--- src/rtl/rv32i_types.sv ---
// Shared types for the memory-side path: cacheline geometry and burst FSM encoding.
package rv32i_types;

    localparam int CACHELINE_BITS = 256;
    localparam int BURST_BEATS    = 4;

    typedef enum logic [2:0] {
        IDLE    = 3'd0,
        R_ISSUE = 3'd1,
        R_WAIT  = 3'd2,
        W_BURST = 3'd3,
        RESP    = 3'd4
    } burst_state_t;

endpackage

--- src/rtl/cacheline_adapter.sv ---
// Converts one 256-bit line request into a 4x64-bit burst; one request in flight.
// Latency: write 4 beats + 1 RESP cycle; read 1 issue + mem latency + 4 beats + 1 RESP cycle.
// Backpressure: bmem_ready stalls the issue and the write beats; read beats may arrive with gaps.
module cacheline_adapter
    import rv32i_types::*;
#(
    parameter int ADDR_W = 32,
    parameter int LINE_W = CACHELINE_BITS,
    parameter int BEAT_W = 64
) (
    input  logic              clk,
    input  logic              rst,
    input  logic [ADDR_W-1:0] dfp_addr,
    input  logic              dfp_read,
    input  logic              dfp_write,
    input  logic [LINE_W-1:0] dfp_wdata,
    output logic [LINE_W-1:0] dfp_rdata,
    output logic              dfp_resp,
    output logic [ADDR_W-1:0] bmem_addr,
    output logic              bmem_read,
    output logic              bmem_write,
    output logic [BEAT_W-1:0] bmem_wdata,
    input  logic              bmem_ready,
    input  logic [ADDR_W-1:0] bmem_raddr,
    input  logic [BEAT_W-1:0] bmem_rdata,
    input  logic              bmem_rvalid
);

    localparam int BEATS = LINE_W / BEAT_W;
    localparam int CNT_W = $clog2(BEATS);
    localparam int OFS_W = $clog2(LINE_W / 8);
    localparam logic [ADDR_W-1:0] OFS_MASK = ADDR_W'((1 << OFS_W) - 1);
    localparam logic [CNT_W-1:0]  LAST_BEAT = CNT_W'(BEATS - 1);

    burst_state_t                   state_q, state_d;
    logic [CNT_W-1:0]               beat_cnt_q, beat_cnt_d;
    logic [ADDR_W-1:0]              addr_q;
    logic                           is_write_q;
    logic [BEATS-1:0][BEAT_W-1:0]   wline_q;
    logic [BEATS-1:0][BEAT_W-1:0]   line_buf_q;
    logic                           rbeat_take;
    logic                           wbeat_take;

    // Beats tagged for another line (or outside R_WAIT) are silently dropped.
    assign rbeat_take = (state_q == R_WAIT) && bmem_rvalid && (bmem_raddr == addr_q);
    assign wbeat_take = (state_q == W_BURST) && bmem_ready;

    always_comb begin
        state_d    = state_q;
        beat_cnt_d = beat_cnt_q;
        case (state_q)
            IDLE: begin
                if (dfp_write)     state_d = W_BURST;
                else if (dfp_read) state_d = R_ISSUE;
            end
            R_ISSUE: begin
                if (bmem_ready) state_d = R_WAIT;
            end
            R_WAIT: begin
                if (rbeat_take) begin
                    beat_cnt_d = beat_cnt_q + 1'b1;
                    if (beat_cnt_q == LAST_BEAT) state_d = RESP;
                end
            end
            W_BURST: begin
                if (wbeat_take) begin
                    beat_cnt_d = beat_cnt_q + 1'b1;
                    if (beat_cnt_q == LAST_BEAT) state_d = RESP;
                end
            end
            RESP:    state_d = IDLE;
            default: state_d = IDLE;
        endcase
    end

    always_ff @(posedge clk) begin
        if (rst) begin
            state_q    <= IDLE;
            beat_cnt_q <= '0;
            addr_q     <= '0;
            is_write_q <= 1'b0;
            wline_q    <= '0;
            line_buf_q <= '0;
        end else begin
            state_q    <= state_d;
            beat_cnt_q <= beat_cnt_d;
            if ((state_q == IDLE) && (dfp_read || dfp_write)) begin
                addr_q     <= dfp_addr & ~OFS_MASK;
                is_write_q <= dfp_write;
                if (dfp_write) wline_q <= dfp_wdata;
            end
            if (rbeat_take) line_buf_q[beat_cnt_q] <= bmem_rdata;
        end
    end

    assign bmem_addr  = addr_q;
    assign bmem_read  = (state_q == R_ISSUE);
    assign bmem_write = (state_q == W_BURST);
    assign bmem_wdata = bmem_write ? wline_q[beat_cnt_q] : '0;
    assign dfp_resp   = (state_q == RESP);
    assign dfp_rdata  = (dfp_resp && !is_write_q) ? line_buf_q : '0;

endmodule

--- config.mk ---
export PLATFORM = sky130hd
export DESIGN_NAME = cacheline_adapter
export DESIGN_NICKNAME = d
export VERILOG_FILES = /design/src/rtl/rv32i_types.sv /design/src/rtl/cacheline_adapter.sv
export SDC_FILE = /design/constraint.sdc
export NUM_CORES = 1
export LEC_CHECK = 0
export BUFFER_PORTS_ARGS = -buffer_cell sky130_fd_sc_hd__buf_2
export CAP_MARGIN = 20
export CELL_PAD_IN_SITES_DETAIL_PLACEMENT = 0
export CELL_PAD_IN_SITES_GLOBAL_PLACEMENT = 2
export CORE_AREA = 2 2 290 292
export DETAILED_ROUTE_END_ITERATION = 7
export DIE_AREA = 0 0 292 294
export HOLD_SLACK_MARGIN = 0.05
export PLACE_DENSITY = 0.8
export SLEW_MARGIN = 25
export SYNTH_ARGS = -nofsm -noshare
export SYNTH_HDL_FRONTEND = slang
export SYNTH_SLANG_ARGS = --single-unit
--- constraint.sdc ---
create_clock -name clk -period 3.8 [get_ports clk]
set_clock_uncertainty 0.15 [all_clocks]
set_input_delay 0.19 -clock clk [delete_from_list [all_inputs] [get_ports clk]]
set_output_delay 0.19 -clock clk [all_outputs]
set_load 0.05 [all_outputs]
==> impl_results.md <==
* Status: finished, final reports clean
* Layout area overhead at 46.8%
* Critical path capture point type: flip-flop
* Share of synthesized registers carrying an async set or reset at 0%
* Post-DR wirelength/cell at 16.9 microns
* I/O pin count at 745
* Final hold vios at 0
* Slew Viols, Final at 0
* Area contributors post-synth: dfxtp_1 (47%), mux2i_1 (11%), nand2_1 (9.2%), and2_1 (8.6%), mux4_2 (6.2%)
* Crit path cell chain: nor3_1 -> nand2_4 -> buf_12 -> buf_12 -> nand2_1 -> a21oi_1 -> dlygate4sd3_1
* Switching Fraction at 30.2%
* Internal power at 11.4 mW
* HPWL after DPL at 55.0 mm
* Post-CTS sizing at 0
* Crit Path Class: flip-flop to flip-flop
* Worst path arrival time at 3540 ps
* R2r startpoint: state_q[2]
* Share of the synthesized area in the top cell type at 46.8%
* Mapped Cells at 2580
* Clock Power Share at 36.9%
* Routed wire length at 81.0 mm
* RSZ-0062 raised after global routing: no
* Die area at 0.0858 sq mm
* Setup TNS at 0 ps
* Level count of the clock H-tree at 2
* Fmax at 312 MHz
* Via count at 21300
* Worst path max stage delay at 610 ps
* Max clock buf depth at 3
* Vias in the first global route at 21600
* CP max FO at 52
* Overflow after GRT at 0
* DRC at 0
* Final Wtd Congestion at 0.797
* Area leader, netlist: dfxtp_1
* Post-route antenna net violation count at 0
* Dpl cells at 4243
* R2R depth at 7
* Crit path top cell by count: buf_12
* Via/cell ratio at 4.44
* Min Tclk post-route at 3210 ps
* CTS tree: done
* First-pass GRT wire length at 123 mm
* Cell variety after synth at 34
* CTS hold repair buffers at 437
* Post-synth top flop: dfxtp_1
* Syn Area/Cell at 9.03 sq um
* Gr usage total at 18.1%
* Synth Register Bits at 545
* Largest net degree at the start of global routing at 104
* Core Box Area at 0.0829 sq mm
* Count leader, synth: nand2_1
* Required @ worst endpoint at 4130 ps
* Worst vdd rail ir drop at 372 uV
* P_sw at 4.94 mW
* Drt first-iter violations at 918
* R2R Path End: wline_q[146]
* Crit path depth at 7
* YS warnings at 0
* Clk Latency, worst-skew pair at 610 ps
* CTS Sinks at 545
* Clock transition at path regs at 60 ps
* HP Class: input port to flip-flop
* Maxcap violations at 0
* TritonCTS buffer count at 61
* Seq/Total Area, Yosys at 46.8%
* Sequential Power Share at 40.4%
* Power Density at 479 mW/mm^2
* Mapped cell area at 0.0233 sq mm
* Post-synth EDFFs at 0
* DRT Pass-1 Iters at 4
* Ratio of cells with drive above 1 in the final layout at 25.9%
* Row count at 106
* # Post-CTS Setup Buffers at 0
* Final Non-Filler Cells at 4802
* Buffers & Inverters on Critical Path at 3
* Period utilisation layout at 84.4%
* CP endpoint: wline_q[146]
* Root Buffer: clkbuf_16
* # port buffers at 734
* Leak pwr at 16.8 nW
* Relative slew slack at 44.7%
* Final number of setup-violating endpoints at 0
* R2r setup slk at 590 ps
* Delay-heaviest family, CP: simple AND/OR/NAND/NOR gates
* Die Y at 294 microns
* CP startpoint kind: flip-flop
* Crit path from: state_q[2]
* Post-synth top cells: nand2_1 (568), dfxtp_1 (545), and2_1 (321)
* Slew @ Worst Pin at 829 ps
* # nets final at 4057
* Starting Density at 28.1%
* Logic gate share of total power at 22.7%
* Die width at 292 microns
* Slowest CP cell: nor3_1
* Initial antenna violation count at 13
==> power groups by stage <==
stage                     Sequential (mW)  Combinational, mW  Clock, mW
final                                6.62               3.71       6.04
after global routing                 6.68               4.09       6.45
after CTS                            6.62               3.73       6.23
after detailed placement             6.74               3.19          0
after global placement               6.72               3.17          0
after floorplan                      6.87               1.94          0
==> through the flow <==
stage	cell area, sq um	utilization (%)	hold slack, ps	power, mW	setup slack, ps
5_1_grt	34200	41.3	151	17.2	294
4_1_cts	34200	41.2	85.7	16.6	521
3_3_place_gp	27700	33.5	282	9.89	672
3_5_place_dp	27700	33.5	286	9.93	662
2_1_floorplan	23300	-	176	8.81	1320
6_report	34200	41.3	134	16.4	592
==> cell usage in the layout (no fill, tap or decap), types with 2 or more instances in the layout <==
| cell type | netlist | routed |
|---|---|---|
| ha_1 | 4 | 4 |
| nand4_1 | 10 | 10 |
| clkbuf_1 | 144 | 14 |
| inv_6 | 0 | 2 |
| and3_1 | 2 | 2 |
| a21oi_1 | 286 | 286 |
| diode_2 | 0 | 11 |
| nor4_4 | 3 | 3 |
| nand2b_1 | 3 | 3 |
| buf_2 | 19 | 733 |
| dfxtp_4 | 0 | 2 |
| inv_1 | 3 | 3 |
| xnor2_1 | 26 | 26 |
| dfxtp_1 | 545 | 543 |
| buf_12 | 24 | 16 |
| clkbuf_16 | 0 | 62 |
| clkbuf_8 | 0 | 20 |
| buf_4 | 5 | 35 |
| dlygate4sd3_1 | 0 | 437 |
| clkinv_2 | 0 | 9 |
| mux2i_1 | 258 | 258 |
| and2_1 | 321 | 320 |
| nor2_1 | 264 | 264 |
| nor3_1 | 3 | 2 |
| mux4_2 | 64 | 64 |
| bufinv_16 | 0 | 4 |
| conb_1 | 1 | 5 |
| nand2_1 | 568 | 567 |
==> worst min-delay path by stage <==
stage | cells after the start | slack (ps) | start | end
2_1_floorplan | 2 | 180 | dfp_wdata[0] | wline_q[0]
3_3_place_gp | 3 | 280 | dfp_addr[29] | bmem_addr[29]
3_5_place_dp | 3 | 290 | dfp_wdata[205] | wline_q[205]
4_1_cts | 6 | 90 | dfp_write | state_q[1]
5_1_grt | 4 | 150 | dfp_write | wline_q[194]
6_report | 6 | 130 | dfp_write | state_q[1]
==> cell families after synthesis <==
family / count (synthesis) / synth area share, %
simple gates: 1179 / 23.0
flops: 545 / 46.8
mux: 323 / 17.3
compound gates: 291 / 6.29
buf+inv: 210 / 5.37
xor+xnor: 27 / 1.01
fa+ha+maj: 4 / 0.215
other cells: 1 / 0.0161
==> state kept, by name, summed over array words and instances (netlist names) <==
name / cells
beat_cnt_q: 2
bmem_addr: 27
is_write_q: 1
line_buf_q: 256
state_q: 3
wline_q: 256
==> layout make-up <==
class                           count  area (sq um)
Clock inverter                     15           183
Fill cell                        8521         48700
Timing Repair Buffer             1222          8640
Sequential cell                   545         10900
Inverter                            4          15.0
Multi-Input combinational cell   1829         11200
Antenna cell                       11          27.5
Clock buffer                       96          1880
Tap cell                         1080          1350
==> worst register-to-register path, delay by kind of cell, from the launching register on <==
kind	cells	cell delay, ps
buf+inv	3	1250
simple gates	3	1250
flops	1	380
compound gates	1	70
==> routing by layer <==
layer	wire length (microns)	share of wire, %	GRT usage, %
met1	34300	42	21.9
met5	16	0.020	0
met3	5720	7.1	4.84
met4	2450	3.0	6.05
met2	38500	48	31.0
Note: power is estimated with default switching activity, not from simulation.
